<file path="src/rtl/fifo_pkg.sv">
// -----------------------------------------------------------------------------
// fifo_pkg
//   Shared definitions for the dual-clock FIFO write and read controllers.
//   Pointer helpers work on a fixed 32-bit word. Callers zero-extend their
//   PTR_WIDTH+1 bit pointers into a ptr_word_t and truncate the result back,
//   so one set of functions serves every FIFO width.
//
//   Contents:
//     PTR_MAX_W        widest supported pointer (PTR_WIDTH+1 <= PTR_MAX_W)
//     ptr_word_t       32-bit pointer carrier type
//     fifo_depth()     2**ptr_width
//     bin2gray()       binary -> reflected Gray
//     gray2bin()       reflected Gray -> binary (prefix XOR from the MSB down)
//     ptr_full_match() Gray "one lap apart" compare, used for full and empty
// -----------------------------------------------------------------------------
package fifo_pkg;

    localparam int PTR_MAX_W = 32;

    typedef logic [PTR_MAX_W-1:0] ptr_word_t;

    function automatic int unsigned fifo_depth(input int unsigned ptr_width);
        return 32'd1 << ptr_width;
    endfunction

    function automatic ptr_word_t bin2gray(input ptr_word_t b);
        return b ^ (b >> 1);
    endfunction

    function automatic ptr_word_t gray2bin(input ptr_word_t g);
        ptr_word_t b;
        b[PTR_MAX_W-1] = g[PTR_MAX_W-1];
        for (int i = PTR_MAX_W - 2; i >= 0; i--) begin
            b[i] = b[i+1] ^ g[i];
        end
        return b;
    endfunction

    // Two Gray pointers of width pw are exactly one lap (DEPTH entries) apart
    // when their two MSBs are inverted and all lower bits match. The write side
    // uses this for full; the read side calls it with the roles swapped.
    function automatic logic ptr_full_match(input ptr_word_t   wg,
                                            input ptr_word_t   rg,
                                            input int unsigned pw);
        ptr_word_t top2;
        ptr_word_t mask;
        top2 = ptr_word_t'(3) << (pw - 2);
        mask = (ptr_word_t'(1) << pw) - ptr_word_t'(1);
        return ((wg ^ top2) & mask) == (rg & mask);
    endfunction

endpackage

</file>
<file path="src/rtl/gray_to_bin.sv">
// -----------------------------------------------------------------------------
// gray_to_bin
//   Purely combinational Gray-to-binary converter. Each binary bit is the XOR
//   of the Gray bits from its own position up to the MSB. The write controller
//   uses it on the synchronized read pointer; the read controller uses it on
//   the synchronized write pointer.
//
//   Ports:
//     gray  in  WIDTH  Gray-coded value
//     bin   out WIDTH  binary equivalent
// -----------------------------------------------------------------------------
module gray_to_bin #(
    parameter int WIDTH = 6
) (
    input  logic [WIDTH-1:0] gray,
    output logic [WIDTH-1:0] bin
);

    always_comb begin
        bin = '0;
        for (int i = 0; i < WIDTH; i++) begin
            bin[i] = ^(gray >> i);
        end
    end

endmodule

</file>
<file path="src/rtl/fifo_wr_ctrl.sv">
// -----------------------------------------------------------------------------
// fifo_wr_ctrl
//   Write-side controller of the dual-clock FIFO. Owns the binary and Gray
//   write pointers, drives the memory write strobe and address, and derives
//   full / almost_full / level / sticky overflow against a read pointer that
//   has already been synchronized into this clock domain. wptr_gray is a
//   register output so the read domain can synchronize it glitch-free.
//
//   Parameters:
//     PTR_WIDTH     address bits, depth = 2**PTR_WIDTH (>= 2)
//     AFULL_THRESH  almost_full when level >= this (1..2**PTR_WIDTH)
//
//   Ports:
//     clk             in   1            write-domain clock
//     rst             in   1            synchronous, active-high reset
//     wr_en           in   1            push request
//     ovf_clr         in   1            clears sticky overflow
//     rptr_gray_sync  in   PTR_WIDTH+1  synchronized Gray read pointer
//     mem_we          out  1            combinational memory write enable
//     waddr           out  PTR_WIDTH    registered memory write address
//     wptr_gray       out  PTR_WIDTH+1  registered Gray write pointer
//     full            out  1            registered full flag
//     almost_full     out  1            registered almost-full flag
//     wr_level        out  PTR_WIDTH+1  registered occupancy 0..2**PTR_WIDTH
//     overflow        out  1            registered sticky overflow
// -----------------------------------------------------------------------------
module fifo_wr_ctrl
    import fifo_pkg::*;
#(
    parameter int PTR_WIDTH    = 5,
    parameter int AFULL_THRESH = 28
) (
    input  logic                 clk,
    input  logic                 rst,
    input  logic                 wr_en,
    input  logic                 ovf_clr,
    input  logic [PTR_WIDTH:0]   rptr_gray_sync,
    output logic                 mem_we,
    output logic [PTR_WIDTH-1:0] waddr,
    output logic [PTR_WIDTH:0]   wptr_gray,
    output logic                 full,
    output logic                 almost_full,
    output logic [PTR_WIDTH:0]   wr_level,
    output logic                 overflow
);

    localparam int          PW    = PTR_WIDTH + 1;
    localparam int unsigned DEPTH = fifo_depth(PTR_WIDTH);
    localparam logic [PW-1:0] AF_TH = PW'(AFULL_THRESH);

    if (PTR_WIDTH < 2 || PW > PTR_MAX_W) begin : g_bad_width
        $error("fifo_wr_ctrl: PTR_WIDTH out of range");
    end
    if (AFULL_THRESH < 1 || AFULL_THRESH > int'(DEPTH)) begin : g_bad_thresh
        $error("fifo_wr_ctrl: AFULL_THRESH out of range");
    end

    logic          push;
    logic [PW-1:0] wbin;
    logic [PW-1:0] wbin_next;
    logic [PW-1:0] gray_next;
    logic [PW-1:0] rbin;
    logic [PW-1:0] level_next;
    logic          full_next;

    gray_to_bin #(
        .WIDTH (PW)
    ) u_rptr_g2b (
        .gray (rptr_gray_sync),
        .bin  (rbin)
    );

    // The memory is never written while reset is held, even though the
    // pointer would be discarded anyway; this keeps stale data out of the RAM.
    assign push   = wr_en & ~full & ~rst;
    assign mem_we = push;

    // Next-state arithmetic is modulo 2**PW by construction of the widths.
    assign wbin_next  = wbin + PW'(push);
    assign gray_next  = PW'(bin2gray(ptr_word_t'(wbin_next)));
    assign level_next = wbin_next - rbin;
    assign full_next  = ptr_full_match(ptr_word_t'(gray_next),
                                       ptr_word_t'(rptr_gray_sync),
                                       PW);

    // ---- register stage: pointers and flags ----
    always_ff @(posedge clk) begin
        if (rst) begin
            wbin        <= '0;
            wptr_gray   <= '0;
            waddr       <= '0;
            full        <= 1'b0;
            almost_full <= 1'b0;
            wr_level    <= '0;
            overflow    <= 1'b0;
        end else begin
            wbin        <= wbin_next;
            wptr_gray   <= gray_next;
            waddr       <= wbin_next[PTR_WIDTH-1:0];
            full        <= full_next;
            almost_full <= (level_next >= AF_TH);
            wr_level    <= level_next;
            // A rejected push in the same cycle as a clear keeps the flag set.
            overflow    <= (overflow & ~ovf_clr) | (wr_en & full);
        end
    end

endmodule

</file>
<file path="config.mk">
export PLATFORM = sky130hd
export DESIGN_NAME = fifo_wr_ctrl
export DESIGN_NICKNAME = d
export VERILOG_FILES = /design/src/rtl/fifo_pkg.sv /design/src/rtl/gray_to_bin.sv /design/src/rtl/fifo_wr_ctrl.sv
export SDC_FILE = /design/constraint.sdc
export NUM_CORES = 1
export LEC_CHECK = 0
export ABC_CLOCK_PERIOD_IN_PS = 4800
export CORE_MARGIN = 10
export CORE_UTILIZATION = 40
export CTS_CLUSTER_DIAMETER = 50
export CTS_CLUSTER_SIZE = 8
export DETAILED_ROUTE_END_ITERATION = 7
export DONT_BUFFER_PORTS = 1
export MAX_ROUTING_LAYER = met4
export SLEW_MARGIN = 20
export SYNTH_ARGS = -nofsm -noshare
export SYNTH_HDL_FRONTEND = slang
export SYNTH_HIERARCHICAL = 1
export SYNTH_SLANG_ARGS = --single-unit
</file>
<file path="constraint.sdc">
create_clock -name clk -period 4.8 [get_ports clk]
set_input_delay 0.96 -clock clk [delete_from_list [all_inputs] [get_ports clk]]
set_output_delay 0.96 -clock clk [all_outputs]
set_load 0.02 [all_outputs]
</file>
# == Yosys cells after proc, flatten, opt, wreduce, memory -nomap -nowiden ==
# Cells that the tools add are included.
# totals
ff_bits,26
latch_bits,0
ramBits,0
rom_bits,0
elab_cells,27
memories,0
# op_classes
add_sub_neg,2
multipliers,0
n_div,0
order_cmp,1
eq_ne,1
shift,0
n_mux,0
n_bitwise,10
n_reduce_logical,6
# ops
op,count
XOR reduction 6 bit,6
adder 6 x 1 -> 6 bit,1
== test 6 bit,1
">= comparator 6 x 5 -> 1 bit, second input constant",1
subtractor 6 bit,1
bitwise XOR 6 x 5 -> 6 bit,1
bitwise AND 1 bit,4
NOT 1 bit,3
NOT 2 bit,1
OR 1 bit,1

# == Logic depth before layout (Yosys ltp) ==
# depth
ltp_word,7
ltp_mapped,12

# == Hierarchy ==
# Netlist, hierarchy kept.
# by_module_without_submodules
mod,n_inst,cells_each,area_per_inst_um2,seq_area_each_um2
fifo_wr_ctrl,1,106,1033.5,400.4
gray_to_bin,1,7,108.9,0.0

# == Worst setup path after synthesis ==
# OpenSTA, ideal clock, no wires.
# synth_path
kind,in2reg
from,in rst
to,reg almost_full
t_arrival_ns,3.636
required_time_ns,4.668
slack_ns,1.032
stages,12
path_buffers,1
path_cell_list,buf_1 -> nor3b_1 -> ha_1 -> ha_1 -> nand3_1 -> xor2_1 -> inv_1 -> ha_1 -> or2_1 -> o22ai_1 -> xor2_1 -> o22ai_1
# synth_between
elab_chain_len,5
# synth_rtl
element,line_no,rtl
from (decl),fifo_wr_ctrl.sv:34,"input logic rst,"
NOT 1 bit,fifo_wr_ctrl.sv:75,assign push = wr_en & ~full & ~rst;
bitwise AND 1 bit,fifo_wr_ctrl.sv:75,
via mem_we,fifo_wr_ctrl.sv:38,"output logic mem_we,"
adder 6 x 1 -> 6 bit,fifo_wr_ctrl.sv:79,assign wbin_next = wbin + PW'(push);
via wbin_next[4],fifo_wr_ctrl.sv:60,logic [PW-1:0] wbin_next;
subtractor 6 bit,fifo_wr_ctrl.sv:81,assign level_next = wbin_next - rbin;
>= comparator 6 x 5 -> 1 bit,fifo_wr_ctrl.sv:101,almost_full <= (level_next >= AF_TH);
to (signal assigned),fifo_wr_ctrl.sv:101,
to (decl),fifo_wr_ctrl.sv:42,"output logic almost_full,"
# The timed path passes the listed nets, and every way through them passes these cells.
# A chain may end at the register's enable or synchronous reset.

# == Worst setup path in the final report ==
# layout_path
from,in rst
to,reg almost_full
# layout_between
elab_chain_len,5
# layout_rtl
element,line_no
NOT 1 bit,fifo_wr_ctrl.sv:75
bitwise AND 1 bit,fifo_wr_ctrl.sv:75
adder 6 x 1 -> 6 bit,fifo_wr_ctrl.sv:79
via wbin_next[4],fifo_wr_ctrl.sv:60
subtractor 6 bit,fifo_wr_ctrl.sv:81
>= comparator 6 x 5 -> 1 bit,fifo_wr_ctrl.sv:101
# The timed path passes the listed nets, and every way through them passes these cells.

==> metrics.md <==
| Metric | Value |
|---|---|
| Crit path to | almost_full |
| CP max FO | 21 |
| GP Congestion | 0.752 |
| Commonest non-fill, non-tap cell in the layout | dfxtp_1 |
| Wire per inst | 15.1 um |
| Initial drt markers | 19 |
| FF-to-FF Start | full |
| Cts repair resizes | 0 |
| Fin area | 1200 sq um |
| CTS Root Cell | clkbuf_4 |
| Via count of the first global-routing pass | 762 |
| Tightest Pin Transition | 0.473 ns |
| YS warnings | 6 |
| Reg2reg setup slack | 2.05 ns |
| Worst EP required | 5.00 ns |
| Area leader, netlist | dfxtp_1 |
| Post-placement cell area | 1170 sq um |
| Fin nets | 135 |
| Setup bufs post-CTS | 0 |
| Core Region | 2730 sq um |
| Pre-Repair DR Iteration Count | 4 |
| Clk sinks | 20 |
| Ys flop type | dfxtp_1 |
| Worst-Skew Late Latency | 0.30 ns |
| Syn Inst Count | 113 |
| Die W | 73.4 um |
| Setup Crit Path Kind | primary input to flip-flop |
| Maximum buffer depth of the clock tree | 2 |
| Setup violators final | 0 |
| Count of cell types in the netlist | 34 |
| Vias post-DR | 728 |
| Unrepaired setup endpoints after global routing | no |
| Die Ht | 73.4 um |
| Antenna cells | 0 |
| Worst VDD drop | 0.158 mV |
| Arrival time worst endpoint | 3.17 ns |
| Post-Syn Nets | 132 |
| Post-Layout Cell Count | 145 |
| Pin count of the biggest net entering global routing | 22 |
| Worst r2r dst | almost_full |
| Final Skew | 0.00461 ns |
| Clk slew on worst S/H paths | 0.11 ns |
| Detailed-route DRC error count | 0 |
| CTS Buf Count | 3 |
| Most frequent cells in the layout | 20 x dfxtp_1, 14 x nor2_1, 11 x xnor2_1, 8 x xor2_1, 8 x ha_1 |
| Hold Vio Cnt, Final | 0 |
| PortBufs | 0 |
| Fin worst setup slack | 1.82 ns |
| R2R depth | 12 |
| Hold WC Path Type | flip-flop to flip-flop |
| Synth area leaders | dfxtp_1 35%, ha_1 8.8%, xnor2_1 8.4% |
| Util after Layout | 0.438 |
| Overall power | 0.374 mW |
| Slew Viols, Final | 0 |
| Setup crit start | rst |
| CTS tree | built |
| Period utilisation layout | 0.620 |
| Placed Cells | 142 |
| FFs w/ async S/R, synth | 0 |
| Startpoint types | primary input |
| Achievable Freq | 336 MHz |
| Hold wc startpoint | overflow |
| Gr ovfl total | 0 |
| Synthesized cell area | 1140 sq um |
| Hold_buf cts | 0 |
| Final hold slack | 0.577 ns |
| DIE AREA | 5390 sq um |
| Antenna-violating nets left | 0 |
| Crit. End Element | flip-flop |
| First-pass GRT wire length | 3760 um |
| Row cnt | 19 |
| Routed WL | 2180 um |
| Via/cell ratio | 5.02 |
| Post-synth top area share | 0.350 |
| Worst slack, placed | 1.50 ns |
| Global Route Usage Sum | 0.0888 |
| Avg Cell Area, Syn | 10.1 sq um |
| Pleak | 0.563 nW |
| Outcome | complete, no violations |
| Initial antenna violation count | 0 |
| EDFF count, synth | 0 |
| Area grow syn2layout | 4.71% |
| Initial Util | 0.418 |
| Power Dens Cells | 312 nW/um^2 |
| H-tree levels | 1 |
| Setup TNS | 0 ns |
| Max-Cap Viols | 0 |
| # IOs | 31 |
| Ratio of cells with drive above 1 in the final layout | 0.0877 |
| #FFs+latches synth | 20 |
| Sequential area share after synthesis | 0.350 |
| Detail Placement HPWL | 1730 um |
| Worst rel slew slack | 0.684 |
| Tmin final | 2.98 ns |
==> how the worst min path moves through the flow <==
stage,end,slack [ns],depth (start not counted)
after floorplan,overflow,0.55,2
after global placement,overflow,0.56,2
after detailed placement,overflow,0.57,2
after CTS,overflow,0.58,2
after global routing,overflow,0.62,2
final,overflow,0.58,2
==> per-layer routing <==
layer  share of wire  GRT usage
met4          0.0082     0.0373
met1            0.43     0.0973
met3           0.087     0.0363
met5               0          -
met2            0.48      0.139
==> final cells by class <==
| type | instances | area (sq um) |
|---|---|---|
| fillers | 266 | 1540 |
| well taps | 31 | 38.8 |
| multi-input cells | 83 | 701 |
| clock buffers | 3 | 22.5 |
| flip-flops and latches | 20 | 400 |
| inverters | 7 | 26.3 |
| repair buffers | 1 | 7.51 |
==> cells by family after synthesis <==
group	after synthesis	share of synthesized area
simple gates	34	0.145
fa+ha+maj	9	0.105
compound gates	14	0.0887
buf+inv	10	0.0361
flops	20	0.350
mux	1	0.00986
xor+xnor	25	0.265
==> where the power goes <==
part | total (mW) | switching, mW | internal, mW
registers | 0.209 | 0.0273 | 0.182
logic | 0.0843 | 0.0387 | 0.0456
clock network | 0.0802 | 0.0510 | 0.0292
total | 0.374 | 0.117 | 0.257
==> state kept, by name, summed over array words and instances (netlist names) <==
signal / count
wptr_gray: 6
wr_level: 6
waddr: 4
almost_full: 1
full: 1
overflow: 1
wbin: 1
==> worst max-delay path: stages <==
cell and delay [ns]:
nor3b_1 0.18, buf_4 0.19, ha_1 0.15, ha_1 0.27, nand3_1 0.13, xor2_1 0.37, inv_1 0.08, ha_1 0.20
or2_1 0.20, o22ai_1 0.13, xor2_1 0.20, o22ai_1 0.09
==> cells in the mapped netlist, types with 2 or more instances <==
cell type	n
xor2_1	8
inv_1	7
ha_1	8
o22ai_1	2
nand3_1	4
nor2b_1	7
a21oi_1	4
xnor3_1	3
nand2_1	3
nor2_1	14
xnor2_1	11
dfxtp_1	20
Note: power is estimated with default switching activity, not from simulation.
